**src/rtl/bf_pkg.sv**
```systemverilog
`default_nettype none
// +----------------------------------------------------------------------------+
// | Module      : bf_pkg                                                        |
// | Description : Shared types and constants for the brainfuck loop controller. |
// | Revision    : 1.0 - initial release                                         |
// +----------------------------------------------------------------------------+
package bf_pkg;

  localparam int c_ADDR_W = 10;

  typedef enum logic [1:0] {
    ST_RUN  = 2'd0,
    ST_SKIP = 2'd1,
    ST_JUMP = 2'd2,
    ST_ERR  = 2'd3
  } ctrl_state_e;

  typedef enum logic [1:0] {
    ERR_NONE      = 2'd0,
    ERR_OVF       = 2'd1,
    ERR_UNF       = 2'd2,
    ERR_UNMATCHED = 2'd3
  } err_code_e;

  // '[' and ']' together, or alongside end, decode as a plain instruction
  function automatic logic is_bracket_open(input logic op, input logic cl, input logic en);
    return op & ~cl & ~en;
  endfunction

  function automatic logic is_bracket_close(input logic op, input logic cl, input logic en);
    return cl & ~op & ~en;
  endfunction

endpackage
`default_nettype wire

```
**src/rtl/bf_loop_ctrl_if.sv**
```systemverilog
`default_nettype none
// +----------------------------------------------------------------------------+
// | Module      : bf_loop_ctrl_if                                               |
// | Description : Decoder-to-loop-controller instruction handshake bundle.      |
// | Revision    : 1.0 - initial release                                         |
// +----------------------------------------------------------------------------+
interface bf_loop_ctrl_if
  import bf_pkg::*;
#(
  parameter int ADDR_W = c_ADDR_W
);

  logic              instr_valid;
  logic              instr_ready;
  logic              instr_is_open;
  logic              instr_is_close;
  logic              instr_is_end;
  logic [ADDR_W-1:0] pc;
  logic              cell_zero;

  modport master (
    output instr_valid,
    output instr_is_open,
    output instr_is_close,
    output instr_is_end,
    output pc,
    output cell_zero,
    input  instr_ready
  );

  modport slave (
    input  instr_valid,
    input  instr_is_open,
    input  instr_is_close,
    input  instr_is_end,
    input  pc,
    input  cell_zero,
    output instr_ready
  );

endinterface
`default_nettype wire

```
**src/rtl/bf_loop_stack_sync.sv**
```systemverilog
`default_nettype none
// +----------------------------------------------------------------------------+
// | Module      : bf_loop_stack_sync                                            |
// | Description : Clocked LIFO of loop start addresses; out-of-range ops ignored|
// | Revision    : 1.0 - initial release                                         |
// +----------------------------------------------------------------------------+
module bf_loop_stack_sync
  import bf_pkg::*;
#(
  parameter int DEPTH  = 32,
  parameter int DATA_W = c_ADDR_W
) (
  input  logic                     clk,
  input  logic                     rst_n,
  input  logic                     push,
  input  logic                     pop,
  input  logic [DATA_W-1:0]        push_data,
  output logic [DATA_W-1:0]        top,
  output logic                     full,
  output logic                     empty,
  output logic [$clog2(DEPTH):0]   count
);

  localparam int IDX_W = $clog2(DEPTH);

  logic [DATA_W-1:0] r_mem [DEPTH];
  logic [IDX_W:0]    r_count;
  logic              w_do_push;
  logic              w_do_pop;
  logic [IDX_W-1:0]  w_wr_idx;
  logic [IDX_W-1:0]  w_top_idx;

  assign full      = (r_count == (IDX_W+1)'(DEPTH));
  assign empty     = (r_count == '0);
  assign count     = r_count;
  assign w_do_push = push & ~pop & ~full;
  assign w_do_pop  = pop & ~push & ~empty;
  assign w_wr_idx  = r_count[IDX_W-1:0];
  assign w_top_idx = r_count[IDX_W-1:0] - IDX_W'(1);
  assign top       = r_mem[w_top_idx];

  // Contents need no reset: only entries below r_count are ever read as valid
  always_ff @(posedge clk) begin
    if (w_do_push) begin
      r_mem[w_wr_idx] <= push_data;
    end
  end

  always_ff @(posedge clk or negedge rst_n) begin
    if (!rst_n) begin
      r_count <= '0;
    end else if (w_do_push) begin
      r_count <= r_count + (IDX_W+1)'(1);
    end else if (w_do_pop) begin
      r_count <= r_count - (IDX_W+1)'(1);
    end
  end

endmodule
`default_nettype wire

```
**src/rtl/bf_loop_ctrl.sv**
```systemverilog
`default_nettype none
// +----------------------------------------------------------------------------+
// | Module      : bf_loop_ctrl                                                  |
// | Description : '[' / ']' sequencing: loop stack, skip scan, PC redirect.     |
// |               Define BF_LOOP_PROFILE_EN for loop_iters / max_depth outputs. |
// | Revision    : 1.0 - initial release                                         |
// +----------------------------------------------------------------------------+
module bf_loop_ctrl
  import bf_pkg::*;
#(
  parameter int ADDR_W = c_ADDR_W,
  parameter int DEPTH  = 32,
  parameter int NEST_W = 8
) (
  input  logic                   clk,
  input  logic                   rst_n,
  bf_loop_ctrl_if.slave          bus,
  output logic                   skip_active,
  output logic                   pc_load,
  output logic [ADDR_W-1:0]      pc_target,
  output logic [$clog2(DEPTH):0] depth,
  output logic                   err,
  output logic [1:0]             err_code
`ifdef BF_LOOP_PROFILE_EN
  ,
  output logic [31:0]            loop_iters,
  output logic [$clog2(DEPTH):0] max_depth
`endif
);

  localparam int CNT_W = $clog2(DEPTH) + 1;

  ctrl_state_e       r_state;
  ctrl_state_e       w_state_nxt;
  err_code_e         r_err_code;
  err_code_e         w_err_code_nxt;
  logic [NEST_W-1:0] r_nest;
  logic [NEST_W-1:0] w_nest_nxt;

  logic              w_accept;
  logic              w_open;
  logic              w_close;
  logic              w_push;
  logic              w_pop;
  logic [ADDR_W-1:0] w_top;
  logic              w_full;
  logic              w_empty;
  logic [CNT_W-1:0]  w_count;

  assign bus.instr_ready = (r_state == ST_RUN) || (r_state == ST_SKIP);
  assign w_accept        = bus.instr_valid & bus.instr_ready;
  assign w_open          = is_bracket_open(bus.instr_is_open, bus.instr_is_close, bus.instr_is_end);
  assign w_close         = is_bracket_close(bus.instr_is_open, bus.instr_is_close, bus.instr_is_end);

  bf_loop_stack_sync #(
    .DEPTH  (DEPTH),
    .DATA_W (ADDR_W)
  ) u_stack (
    .clk       (clk),
    .rst_n     (rst_n),
    .push      (w_push),
    .pop       (w_pop),
    .push_data (bus.pc),
    .top       (w_top),
    .full      (w_full),
    .empty     (w_empty),
    .count     (w_count)
  );

  always_ff @(posedge clk or negedge rst_n) begin
    if (!rst_n) begin
      r_state    <= ST_RUN;
      r_err_code <= ERR_NONE;
      r_nest     <= '0;
    end else begin
      r_state    <= w_state_nxt;
      r_err_code <= w_err_code_nxt;
      r_nest     <= w_nest_nxt;
    end
  end

  always_comb begin
    w_state_nxt    = r_state;
    w_err_code_nxt = r_err_code;
    w_nest_nxt     = r_nest;
    w_push         = 1'b0;
    w_pop          = 1'b0;

    case (r_state)
      ST_RUN: begin
        if (w_accept) begin
          if (w_open && !bus.cell_zero) begin
            if (w_full) begin
              w_state_nxt    = ST_ERR;
              w_err_code_nxt = ERR_OVF;
            end else begin
              w_push = 1'b1;
            end
          end else if (w_open) begin
            w_nest_nxt  = NEST_W'(1);
            w_state_nxt = ST_SKIP;
          end else if (w_close) begin
            if (w_empty) begin
              w_state_nxt    = ST_ERR;
              w_err_code_nxt = ERR_UNF;
            end else if (bus.cell_zero) begin
              w_pop = 1'b1;
            end else begin
              // Loop-back keeps the entry; the matching exit ']' pops it
              w_state_nxt = ST_JUMP;
            end
          end
        end
      end

      ST_SKIP: begin
        if (w_accept) begin
          if (bus.instr_is_end) begin
            w_state_nxt    = ST_ERR;
            w_err_code_nxt = ERR_UNMATCHED;
          end else if (w_open) begin
            if (&r_nest) begin
              w_state_nxt    = ST_ERR;
              w_err_code_nxt = ERR_UNMATCHED;
            end else begin
              w_nest_nxt = r_nest + NEST_W'(1);
            end
          end else if (w_close) begin
            w_nest_nxt = r_nest - NEST_W'(1);
            if (r_nest == NEST_W'(1)) begin
              w_state_nxt = ST_RUN;
            end
          end
        end
      end

      ST_JUMP: begin
        w_state_nxt = ST_RUN;
      end

      ST_ERR: begin
        w_state_nxt = ST_ERR;
      end

      default: begin
        w_state_nxt = ST_ERR;
      end
    endcase
  end

  assign skip_active = (r_state == ST_SKIP);
  assign pc_load     = (r_state == ST_JUMP);
  assign pc_target   = pc_load ? (w_top + ADDR_W'(1)) : '0;
  assign err         = (r_state == ST_ERR);
  assign err_code    = r_err_code;
  assign depth       = w_count;

`ifdef BF_LOOP_PROFILE_EN
  logic [31:0]      r_loop_iters;
  logic [CNT_W-1:0] r_max_depth;

  always_ff @(posedge clk or negedge rst_n) begin
    if (!rst_n) begin
      r_loop_iters <= '0;
      r_max_depth  <= '0;
    end else begin
      if (w_state_nxt == ST_JUMP && r_state != ST_JUMP && r_loop_iters != '1) begin
        r_loop_iters <= r_loop_iters + 32'd1;
      end
      if (w_count > r_max_depth) begin
        r_max_depth <= w_count;
      end
    end
  end

  assign loop_iters = r_loop_iters;
  assign max_depth  = r_max_depth;
`endif

endmodule
`default_nettype wire

```
**src/flat_wrapper.sv**
```systemverilog
// flat-port wrapper written by rule: the top's interface ports become plain ports
module bf_loop_ctrl_flat import bf_pkg::*;
#(
  parameter int ADDR_W = c_ADDR_W,
  parameter int DEPTH  = 32,
  parameter int NEST_W = 8
)
  (clk, rst_n, skip_active, pc_load, pc_target, depth, err, err_code, bus_instr_valid, bus_instr_is_open, bus_instr_is_close, bus_instr_is_end, bus_pc, bus_cell_zero, bus_instr_ready);
  bf_loop_ctrl_if #(.ADDR_W(ADDR_W)) bus_i ();
  input  logic clk;
  input  logic rst_n;
  output logic skip_active;
  output logic pc_load;
  output logic [ADDR_W-1:0] pc_target;
  output logic [$clog2(DEPTH):0] depth;
  output logic err;
  output logic [1:0] err_code;
  input wire logic [$bits(bus_i.instr_valid)-1:0] bus_instr_valid;
  input wire logic [$bits(bus_i.instr_is_open)-1:0] bus_instr_is_open;
  input wire logic [$bits(bus_i.instr_is_close)-1:0] bus_instr_is_close;
  input wire logic [$bits(bus_i.instr_is_end)-1:0] bus_instr_is_end;
  input wire logic [$bits(bus_i.pc)-1:0] bus_pc;
  input wire logic [$bits(bus_i.cell_zero)-1:0] bus_cell_zero;
  output wire logic [$bits(bus_i.instr_ready)-1:0] bus_instr_ready;
  assign bus_i.instr_valid = bus_instr_valid;
  assign bus_i.instr_is_open = bus_instr_is_open;
  assign bus_i.instr_is_close = bus_instr_is_close;
  assign bus_i.instr_is_end = bus_instr_is_end;
  assign bus_i.pc = bus_pc;
  assign bus_i.cell_zero = bus_cell_zero;
  assign bus_instr_ready = bus_i.instr_ready;
  bf_loop_ctrl #(.ADDR_W(ADDR_W), .DEPTH(DEPTH), .NEST_W(NEST_W)) u_core (.clk(clk), .rst_n(rst_n), .bus(bus_i), .skip_active(skip_active), .pc_load(pc_load), .pc_target(pc_target), .depth(depth), .err(err), .err_code(err_code));
endmodule
```
**config.mk**
```make
export PLATFORM = sky130hd
export DESIGN_NAME = bf_loop_ctrl_flat
export DESIGN_NICKNAME = d
export VERILOG_FILES = /design/src/rtl/bf_pkg.sv /design/src/rtl/bf_loop_ctrl_if.sv /design/src/rtl/bf_loop_stack_sync.sv /design/src/rtl/bf_loop_ctrl.sv /design/src/flat_wrapper.sv
export SDC_FILE = /design/constraint.sdc
export NUM_CORES = 1
export LEC_CHECK = 0
export BUFFER_PORTS_ARGS = -buffer_cell sky130_fd_sc_hd__buf_2
export CORE_MARGIN = 2
export CORE_UTILIZATION = 57
export CTS_BUF_LIST = sky130_fd_sc_hd__clkbuf_8
export DETAILED_ROUTE_END_ITERATION = 12
export PLACE_DENSITY = 0.74
export SYNTH_ARGS = -nofsm -noshare
export SYNTH_HDL_FRONTEND = slang
export SYNTH_SLANG_ARGS = --single-unit
```
**constraint.sdc**
```tcl
create_clock -name clk -period 4.45 [get_ports clk]
set_input_delay 0.2225 -clock clk [delete_from_list [all_inputs] [get_ports clk]]
set_output_delay 0.2225 -clock clk [all_outputs]
set_load 0.1 [all_outputs]
```
==> summary.txt, run 1 <==
Status
  • Status: finished, final reports clean

Floorplanning
  • IO Count: 39
  • Die Ht: 162 µm
  • FP Rows: 57
  • Starting Density: 58.4%
  • Die span in x: 162 µm
  • Core area: 24500 µm²
  • Die footprint: 26400 µm²

Clock network
  • CTS Root Cell: clkbuf_8
  • Worst-case clock buffer depth: 3
  • Worst-path clk slew: 0.06 ns
  • Skew-Pair Late Insertion Delay: 0.60 ns
  • H-tree levels: 2
  • TritonCTS Buffers: 53
  • Num Clock Sinks: around 340
  • CTS tree: yes

Synthesis
  • Sequential fraction of the synthesis area: 70.4%
  • Netlist cell types: 68
  • Post-synth EDFFs: 320
  • Mapped Area: about 14000 µm²
  • Post-synth top area cell: edfxtp_1
  • Mean area per synthesized cell: 17.9 µm²
  • Post-synth top flop: edfxtp_1
  • FFs w/ async S/R, synth: 5.33%
  • Post-synth top area share: 67.2%
  • Post-Synthesis Cells: 797
  • Warnings, synthesis: 0
  • #FFs+latches synth: 338
  • Post-Syn Nets: 827
  • Ranking of synthesized cells by area: edfxtp_1 (67%), mux4_2 (11%), dfrtp_1 (3.2%)

Cells and area
  • Antenna diodes: 0
  • Nets: 918
  • Commonest non-fill, non-tap cells in the layout: edfxtp_1 (320), mux4_2 (71), nor2_1 (62)
  • Synthesis-to-finish area growth: 13.0%
  • Final design area excluding fillers: 16100 µm²
  • Most common cell after layout, fill and taps aside: edfxtp_1
  • Share of cells above drive strength 1: 26.5%

Setup path
  • Startpoint types: flop
  • Critical Path RT: 4.23 ns
  • Worst reg2reg path depth: 7
  • Reg2Reg Launch Point: u_core.u_stack.count[1]$_DFFE_PN0P_
  • Crit. End Element: primary output
  • R2R Path End: u_core.u_stack.r_mem[24][8]$_DFFE_PP_
  • Flop-to-flop setup slack: 0.76 ns
  • Critical path data arrival time: 4.07 ns
  • Worst-path fanout max: 11
  • WS Path Type: reg2out

Power
  • Reg power frac: 31.7%
  • Psw: 4.88 mW
  • P_leak: roughly 5.5 nW
  • Clock Power Share: 19.4%
  • Cell Pwr Density: 738 nW/µm²
  • Pint: 7.03 mW
  • Peak VDD IR: 0.565 mV
  • Comb pwr share: 48.9%
  • Switching part of the total: 41.0%

Min path
  • Hold Path Class: in2async

Detailed routing
  • Routed vias: 7905
  • First-pass DRT Iterations: 6
  • Antenna Violating Nets Remaining: 0
  • Initial DRC count: 963
  • Routed wire length: 31.9 mm
  • Vias per cell: 6.31
  • Drc violations: 0
  • Routed WL per cell: roughly 25 µm

GRT
  • Initial antenna violation count: 0
  • First-pass GRT wire length: 47.8 mm
  • Total gr overflow: 0
  • Pin count of the biggest net entering global routing: 40
  • Overall routing resource usage: 24.9%
  • Vias in the first global route: 7827

Timing
  • Setup TNS: 0 ns
  • Pins Over Slew Limit: 0
  • Worst slew pin tran: 1.21 ns
  • F_max: 233 MHz
  • Min cycle time layout: around 4.3 ns
  • Clk_skew: 0.0154 ns
  • Setup ws final: 0.158 ns
  • Relative slew slack: 18.7%
  • Final hold vios: 0
  • Final period util: roughly 96%
  • RSZ-0062 raised after global routing: false
  • Final setup vio count: 0

Place
  • Final GP Congestion: 0.914
  • Buffers on Ports: 38
  • Setup slack at placement: 0.656 ns
  • Hpwl dp: 20.1 mm
  • DP Area: 15100 µm²

Job
  • Max-cap violations: 0
sequential cells by signal, indices dropped and copies added (netlist names):
register	flops
u_core.u_stack.r_mem	320
u_core.err_code	2
u_core.u_stack.count	6
u_core.r_nest	8
u_core.r_state	2
power groups by stage:
stage / combinational [mW] / sequential [mW] / clock (mW)
after floorplan: 3.94 / 4.00 / 0
after global placement: 5.52 / 3.83 / 0
after detailed placement: 5.61 / 3.85 / 0
after CTS: 5.63 / 3.78 / 2.35
after global routing: 6.12 / 3.79 / 2.48
final: 5.83 / 3.77 / 2.31
critical path, cell delays in order (launching register included):
cell and delay, ns:
dfrtp_2 0.50, inv_1 0.18, ha_4 0.26, xor2_4 0.19, buf_4 0.25, mux4_1 0.59
nand2_1 0.09, nand3_1 0.13, nand3_1 0.18, inv_1 0.08, ha_1 0.17, inv_1 0.14
nor3_1 0.10, a21o_1 0.23, a21oi_4 0.18, buf_12 0.21
synthesized netlist by cell type (5+ instances only):
master,instances
mux4_2,71
edfxtp_1,320
clkbuf_1,12
nand3_1,12
nand2_1,43
nor3_1,6
dfrtp_1,18
xnor2_1,6
inv_1,12
or2_2,6
nand2b_1,9
a21oi_1,15
buf_2,7
a21o_1,5
o21ai_0,21
nor2_1,65
nor2b_1,5
o31ai_1,9
mux2_2,9
ha_1,12
mux4_1,5
mux2i_1,36
and2_1,8
buf_4,8
cell type report:
cell class                      count  area (µm²)
Timing Repair Buffer               68         628
Sequential cell                   338       10100
Multi-Input combinational cell    415        4070
Fill cell                        1629        8320
Tap cell                          324         405
Inverter                           12        45.0
Clock inverter                     43         198
Clock buffer                       53         729
worst max-delay path by stage:
stage | start | slack (ns) | cells past startpoint | endpoint
floorplan | u_core.u_stack.count[0]$_DFFE_PN0P_ | 0.01 | 14 | pc_target[9]
global placement | u_core.u_stack.count[0]$_DFFE_PN0P_ | 0.70 | 14 | pc_target[8]
detailed placement | u_core.u_stack.count[0]$_DFFE_PN0P_ | 0.66 | 14 | pc_target[8]
CTS | u_core.u_stack.count[0]$_DFFE_PN0P_ | 0.01 | 15 | pc_target[8]
global route | u_core.u_stack.count[1]$_DFFE_PN0P_ | 0.02 | 15 | pc_target[8]
finish | u_core.u_stack.count[1]$_DFFE_PN0P_ | 0.16 | 15 | pc_target[8]
through the flow:
step           hold slack [ns]  total power, mW  cells  util (%)
6_report                0.0976             11.9   1253      66.0
5_1_grt                  0.119             12.4   1253      66.0
4_1_cts                 0.0937             11.8   1245      65.6
3_5_place_dp             0.184             9.45   1147      61.7
3_3_place_gp             0.173             9.36   1147      61.7
2_1_floorplan          -0.0731             7.94    797         -
routing by layer:
metal / vias up / wire [µm] / global-route usage, %
li1: 3379 / - / -
met1: 4064 / 12500 / 34.6
met2: 389 / 15600 / 39.6
met3: 73 / 2750 / 5.40
met4: 0 / 993 / 8.93
met5: - / 0 / 0
kinds of logic (layout without fill, tap and decap cells):
family | Yosys count | in the layout | share of synthesized area [%]
xor+xnor | 13 | 13 | 1.03
buf+inv | 44 | 176 | 1.64
fa+ha+maj | 13 | 13 | 1.19
simple gates | 180 | 180 | 6.20
flops | 338 | 338 | 70.4
mux | 121 | 121 | 15.3
compound gates | 88 | 88 | 4.21
timing repair:
item | CTS | global route
resized for setup | 0 | 4
setup buffers | 0 | 8
hold endpoints to repair | 19 | 0
hold buffers | 2 | 0
endpoints found under the setup margin | 0 | 7
No activity file was read; power rests on OpenSTA's default activity.
==> run 2: changes to the inputs <==
Settings changed: HOLD_SLACK_MARGIN from default to 0.15, SYNTH_HIERARCHICAL from default to 1.
==> summary.txt, run 2 <==
Floorplanning
  • FP Rows: 57 (unchanged)
  • Die span in x: 162 µm (about the same)
  • IO Count: 39 (unchanged)
  • Die Ht: 162 µm (about the same)
  • Starting Density: 58.2% (was 58.4%)
  • Core area: 24400 µm² (was 24500 µm²)
  • Die footprint: 26200 µm² (was 26400 µm²)

Setup path
  • Worst Path Buf+Inv: 3 (was 5)
  • Critical path data arrival time: 4.09 ns (was 4.07 ns)
  • Reg2Reg Launch Point: u_core/u_stack/count[0]$_DFFE_PN0P_ (was u_core.u_stack.count[1]$_DFFE_PN0P_)
  • Critical Path RT: 4.23 ns (about the same)
  • Crit. End Element: primary output (unchanged)
  • Startpoint types: flop (unchanged)
  • WS Path Type: reg2out (unchanged)
  • CP max-delay cell: dfrtp_4 (was mux4_1)
  • Largest delay share family, worst path: simple AND/OR/NAND/NOR gates (was buffers and inverters)
  • Critical path cell sequence: clkinvlp_4, ha_4, or3b_1, mux2_2, o22ai_4, a32o_1, a221oi_1, buf_4, and3_1, and3_1, nand3_1, xor2_1, nor2_4, buf_12 (was inv_1, ha_4, xor2_4, buf_4, mux4_1, nand2_1, nand3_1, nand3_1, inv_1, ha_1, inv_1, nor3_1, a21o_1, a21oi_4, buf_12)
  • Max incr delay on CP: 0.53 ns (was 0.59 ns)
  • Critical path startpoint: u_core/u_stack/count[0]$_DFFE_PN0P_ (was u_core.u_stack.count[1]$_DFFE_PN0P_)
  • Critical Path Most Common Cell: and3_1 (was inv_1)
  • Worst-path fanout max: 10 (was 11)

Detailed routing
  • Vias per cell: 6.26 (was 6.31)
  • Antenna Violating Nets Remaining: 0 (unchanged)
  • Initial DRC count: 847 (was 963)
  • First-pass DRT Iterations: 5 (was 6)
  • Routed WL per cell: 25.3 µm (was 25.5 µm)
  • Drc violations: 0 (unchanged)
  • Routed wire length: 31.5 mm (was 31.9 mm)
  • Routed vias: 7803 (was 7905)

Synthesis
  • #FFs+latches synth: 338 (unchanged)
  • Ranking of synthesized cells by area: edfxtp_1 (68%), mux4_2 (13%), dfrtp_1 (3.2%) (was edfxtp_1 (67%), mux4_2 (11%), dfrtp_1 (3.2%))
  • Top cells by count, synth: edfxtp_1 (320), mux4_2 (80), nor2_1 (59) (was edfxtp_1 (320), mux4_2 (71), nor2_1 (65))
  • Post-synth EDFFs: 320 (unchanged)
  • Mapped Area: 14200 µm² (was 14300 µm²)
  • Post-synth top flop: edfxtp_1 (unchanged)
  • Sequential fraction of the synthesis area: 70.9% (was 70.4%)
  • Netlist cell types: 64 (was 68)
  • Post-Syn Nets: 797 (was 827)
  • Post-synth top area cell: edfxtp_1 (unchanged)
  • Warnings, synthesis: 6 (was 0)
  • Mean area per synthesized cell: 18.5 µm² (was 17.9 µm²)
  • Post-synth top area share: 67.7% (was 67.2%)
  • FFs w/ async S/R, synth: 5.33% (unchanged)
  • Post-Synthesis Cells: 766 (was 797)
  • Count leader, synth: edfxtp_1 (unchanged)

Place
  • Inst Count DP: 1143 (was 1147)
  • Setup slack at placement: 0.205 ns (was 0.656 ns)
  • Final GP Congestion: 0.923 (was 0.914)
  • Buffers on Ports: 38 (unchanged)
  • Hpwl dp: 19.2 mm (was 20.1 mm)

GRT
  • Overall routing resource usage: 24.4% (was 24.9%)
  • Pin count of the biggest net entering global routing: 87 (was 40)
  • Vias in the first global route: 7933 (was 7827)
  • Initial antenna violation count: 0 (unchanged)
  • First-pass GRT wire length: 47.5 mm (was 47.8 mm)
  • Total gr overflow: 0 (unchanged)

Job
  • Max-cap violations: 0 (unchanged)

Clock network
  • CTS Root Cell: clkbuf_8 (unchanged)
  • TritonCTS Buffers: 53 (unchanged)
  • Num Clock Sinks: 338 (unchanged)
  • H-tree levels: 2 (unchanged)
  • Worst-case clock buffer depth: 3 (unchanged)
  • CTS tree: yes (unchanged)
  • Worst-path clk slew: 0.06 ns (about the same)
  • Skew-Pair Late Insertion Delay: 0.57 ns (was 0.60 ns)

Cells and area
  • Biggest register: u_core/u_stack/r_mem (was u_core.u_stack.r_mem)
  • Synthesis-to-finish area growth: 15.4% (was 13.0%)
  • Nets: 918 (unchanged)
  • Most common cell after layout, fill and taps aside: edfxtp_1 (unchanged)
  • Antenna diodes: 0 (unchanged)
  • Post-route insts no fill: 1247 (was 1253)
  • Fin util: 67.2% (was 66.0%)
  • Commonest non-fill, non-tap cells in the layout: edfxtp_1 (320), mux4_2 (80), clkbuf_8 (54) (was edfxtp_1 (320), mux4_2 (71), nor2_1 (62))
  • Share of cells above drive strength 1: 29.4% (was 26.5%)
  • Layout fillers: 1607 (was 1629)
  • Max reg flops: 320 (unchanged)

Timing
  • RSZ-0062 raised after global routing: false (unchanged)
  • Min cycle time layout: 4.32 ns (was 4.29 ns)
  • Final period util: 97.0% (was 96.5%)
  • Setup ws final: 0.133 ns (was 0.158 ns)
  • Worst slew pin tran: 0.934 ns (was 1.21 ns)
  • Pins Over Slew Limit: 0 (unchanged)
  • F_max: 232 MHz (was 233 MHz)
  • Final setup vio count: 0 (unchanged)
  • Final hold vios: 0 (unchanged)
  • Relative slew slack: 37.5% (was 18.7%)
  • Clk_skew: 0.0183 ns (was 0.0154 ns)

Power
  • Peak VDD IR: 0.757 mV (was 0.565 mV)
  • Total Power: 11.5 mW (was 11.9 mW)
  • Cell Pwr Density: 703 nW/µm² (was 738 nW/µm²)
  • P_leak: 5.53 nW (was 5.48 nW)

Min path
  • Worst hold start: bus_pc[0]
  • Hold Path Class: in2reg (was in2async)

Status
  • Status: finished, final reports clean (unchanged)
-- run 2: stage by stage --
| step | area (µm²) | setup TNS [ns] | hold WS [ns] |
|---|---|---|---|
| after floorplan | 14300 | -0.192 | -0.0731 |
| after global routing | 16400 | 0 | 0.216 |
| after detailed placement | 15200 | 0 | 0.199 |
| final | 16400 | 0 | 0.202 |
| after global placement | 15200 | 0 | 0.193 |
| after CTS | 16300 | 0 | 0.195 |
-- run 2: kinds of logic (layout without fill, tap and decap cells) --
kind of cell | Yosys count | count (layout) | share of synthesized area (%)
AOI/OAI and AO/OA | 75 | 75 | 4.27
xor gates and xnor gates | 16 | 16 | 0.987
adders and majority gates | 14 | 14 | 1.29
buffers and inverters | 48 | 205 | 1.70
DFF | 338 | 338 | 70.9
muxes | 118 | 118 | 15.4
and+or+nand+nor | 157 | 157 | 5.45
-- run 2: area by class of cell --
class / instances / area, µm² / share of cell area [%]
inverters: 15 / 60.1 / 0.367
flip-flops and latches: 338 / 10100 / 61.4
repair buffers: 99 / 860 / 5.25
clock inverters: 37 / 229 / 1.40
multi-input cells: 380 / 4030 / 24.6
well taps: 324 / 405 / 2.47
clock buffers: 54 / 743 / 4.54
-- run 2: metal layers --
layer	vias up	share of wire, %	global-route usage, %
met5	-	0	0
met1	4025	40	34.1
met3	70	7.1	4.26
met4	0	2.1	6.15
li1	3366	-	-
met2	342	50	40.6
-- run 2: report_power, final --
part           total (mW)  internal, mW  switching, mW
combinational        5.41          2.15           3.26
sequential           3.69          3.57          0.128
clock                2.43          1.29           1.13
-- run 2: worst paths after layout --
kind	cells after the start	slack, ns	endpoint
hold / removal	1	0.20	u_core/u_stack/r_mem[8][0]$_DFFE_PP_
setup reg to reg	15	0.33	u_core/u_stack/count[5]$_DFFE_PN0P_
min in group asynchronous	3	0.87	u_core/r_nest[6]$_DFFE_PN0P_
hold reg to reg	1	0.51	u_core/err_code[1]$_DFFE_PN0P_
setup / recovery	14	0.13	pc_target[9]
max in group asynchronous	3	2.90	u_core/u_stack/count[0]$_DFFE_PN0P_
-- run 2: repair_timing --
| item | CTS | global route |
|---|---|---|
| cloned | 0 | 1 |
| pin swaps | 1 | 1 |
| buffers inserted | 1 | 5 |
| gates resized for setup | 0 | 11 |
| hold buffers | 6 | 0 |
| endpoints found under the setup margin | 3 | 6 |
| endpoints found under the hold margin | 21 | 0 |
==> run 3: changes to the inputs <==
Settings changed: CORE_UTILIZATION 57 to 47, PLACE_DENSITY 0.74 to default.
==> summary.txt, run 3 (synthesized netlist as in run 2, its figures left out) <==
Place
  • Final GP Congestion: 0.878 (was 0.923)
  • Buffers on Ports: 38 (unchanged)
  • Inst Count DP: 1205 (was 1143)
  • Hpwl dp: 20.2 mm (was 19.2 mm)

Floorplanning
  • Starting Density: 47.8% (was 58.2%)
  • Die Ht: 178 µm (was 162 µm)
  • Die span in x: 178 µm (was 162 µm)
  • IO Count: 39 (unchanged)
  • Core area: 29700 µm² (was 24400 µm²)
  • Die footprint: 31600 µm² (was 26200 µm²)
  • FP Rows: 63 (was 57)

Power
  • Switching part of the total: 39.8% (was 39.2%)
  • Cell Pwr Density: 701 nW/µm² (was 703 nW/µm²)
  • Psw: 4.61 mW (was 4.52 mW)
  • Peak VDD IR: 0.382 mV (was 0.757 mV)
  • Comb pwr share: 47.5% (was 46.9%)
  • Clock Power Share: 20.4% (was 21.0%)
  • Pint: 6.96 mW (was 7.01 mW)
  • P_leak: 5.55 nW (was 5.53 nW)
  • Total Power: 11.6 mW (was 11.5 mW)
  • Reg power frac: 32.0% (was 32.1%)

Clock network
  • CTS Root Cell: clkbuf_8 (unchanged)
  • Worst-case clock buffer depth: 3 (unchanged)
  • CTS tree: yes (unchanged)
  • Skew-Pair Late Insertion Delay: 0.59 ns (was 0.57 ns)
  • TritonCTS Buffers: 54 (was 53)
  • Worst-path clk slew: 0.06 ns (about the same)
  • H-tree levels: 2 (unchanged)
  • Num Clock Sinks: 338 (unchanged)

Timing
  • Pins Over Slew Limit: 0 (unchanged)
  • Final period util: 95.6% (was 97.0%)
  • Relative slew slack: 36.8% (was 37.5%)
  • Worst slew pin tran: 0.945 ns (was 0.934 ns)
  • RSZ-0062 raised after global routing: false (unchanged)
  • Min cycle time layout: 4.26 ns (was 4.32 ns)
  • Final hold vios: 0 (unchanged)
  • F_max: 235 MHz (was 232 MHz)
  • Clk_skew: 0.0125 ns (was 0.0183 ns)
  • Final setup vio count: 0 (unchanged)
  • Final hold slack: 0.198 ns (was 0.202 ns)

Min path
  • Worst hold start: bus_pc[9] (was bus_pc[0])
  • Hold Path Class: in2reg (unchanged)

Setup path
  • Critical Path RT: 4.23 ns (about the same)
  • Worst-path fanout max: 10 (unchanged)
  • Crit. End Element: primary output (unchanged)
  • Startpoint types: flop (unchanged)
  • Critical path data arrival time: 4.03 ns (was 4.09 ns)
  • WS Path Type: reg2out (unchanged)
  • Critical path startpoint: u_core/u_stack/count[0]$_DFFE_PN0P_ (unchanged)
  • Reg2Reg Launch Point: u_core/u_stack/count[0]$_DFFE_PN0P_ (unchanged)

GRT
  • First-pass GRT wire length: 49.3 mm (was 47.5 mm)
  • Pin count of the biggest net entering global routing: 87 (unchanged)
  • Met3 Usage GRT: 4.16% (was 4.26%)
  • Top Usage Layer GRT: met2 (unchanged)
  • Vias in the first global route: 7991 (was 7933)
  • Met2 usage: 34.8% (was 40.6%)
  • Initial antenna violation count: 0 (unchanged)
  • Overall routing resource usage: 21.3% (was 24.4%)
  • Total gr overflow: 0 (unchanged)
  • GR met1 Demand/Resource: 29.2% (was 34.1%)

Status
  • Status: finished, final reports clean (unchanged)

Cells and area
  • Post-route insts no fill: 1320 (was 1247)
  • Biggest register: u_core/u_stack/r_mem (unchanged)
  • Commonest non-fill, non-tap cells in the layout: edfxtp_1 (320), mux4_2 (80), buf_4 (55) (was edfxtp_1 (320), mux4_2 (80), clkbuf_8 (54))
  • Antenna diodes: 0 (unchanged)
  • Max reg flops: 320 (unchanged)
  • Fin util: 55.5% (was 67.2%)
  • Most common cell after layout, fill and taps aside: edfxtp_1 (unchanged)
  • Share of cells above drive strength 1: 29.9% (was 29.4%)
  • Nets: 923 (was 918)
  • Synthesis-to-finish area growth: 16.2% (was 15.4%)

Detailed routing
  • First-pass DRT Iterations: 5 (unchanged)
  • Initial DRC count: 688 (was 847)
  • Vias per cell: 5.89 (was 6.26)
  • Routed wire length: 32.6 mm (was 31.5 mm)
  • Routed WL per cell: 24.7 µm (was 25.3 µm)
  • Antenna Violating Nets Remaining: 0 (unchanged)
  • Drc violations: 0 (unchanged)
  • Routed vias: 7774 (was 7803)

Job
  • Max-cap violations: 0 (unchanged)
## run 3: cell count changes in the layout (fill, tap and decap cells not counted), moves of 3 or more
cell      before  now
a221oi_2       1    4
clkinv_2       5    8
inv_1         27   33
clkinv_1      14    9
a221oi_1      10    6
buf_4         50   55
## run 3: final timing paths
kind,slack [ns],cells past startpoint,to
min in group asynchronous,0.86,3,u_core/r_nest[2]$_DFFE_PN0P_
hold / removal,0.20,1,u_core/u_stack/r_mem[12][9]$_DFFE_PP_
hold reg to reg,0.49,1,u_core/err_code[0]$_DFFE_PN0P_
max in group asynchronous,2.90,3,u_core/u_stack/count[0]$_DFFE_PN0P_
setup reg to reg,0.23,14,u_core/u_stack/count[5]$_DFFE_PN0P_
setup / recovery,0.19,13,pc_target[9]
## run 3: power by group through the flow
stage                     Sequential, mW  Combinational, mW  Clock, mW
after global routing                3.72               5.80       2.57
after CTS                           3.70               5.31       2.44
final                               3.71               5.50       2.37
after detailed placement            3.76               5.17          0
after global placement              3.75               5.12          0
after floorplan                     3.96               3.45          0
## run 3: layout make-up
cell class,count,area [µm²]
Fill cell,2248,13200
Sequential cell,338,10100
Multi-Input combinational cell,380,4050
Timing Repair Buffer,103,886
Clock buffer,54,743
Tap cell,390,488
Clock inverter,40,208
Inverter,15,56.3
## run 3: worst max-delay path, cell delays in order, from the launching register on
cell and delay (ns):
dfrtp_4 0.50, inv_1 0.20, ha_4 0.26, or3b_1 0.35
mux2_2 0.27, o22ai_2 0.39, a32o_1 0.35, a221oi_4 0.07
and3_1 0.25, and3_1 0.20, nand3_1 0.09, xor2_1 0.25
nor2_4 0.06, buf_12 0.19
## run 3: timing repair
item | 4_1_cts | 5_1_grt
resized for setup | 4 | 8
setup buffers | 4 | 11
pin swaps | 0 | 1
hold buffers | 6 | 0
endpoints found under the setup margin | 6 | 7
hold endpoints to repair | 23 | 0
## run 3: per-layer routing
metal  vias up  share of wire (%)
met2       270                 49
met4         0                2.6
met1      4064                 42
met3        61                5.8
li1       3379                  -
met5         -                  0
## run 3: stage by stage
step	TNS, ns	cell area [µm²]	setup slack (ns)
2_1_floorplan	-0.192	14300	-0.192
3_3_place_gp	0	15300	0.391
3_5_place_dp	0	15300	0.142
4_1_cts	0	16400	0.0968
5_1_grt	0	16500	0.00282
6_report	0	16500	0.194
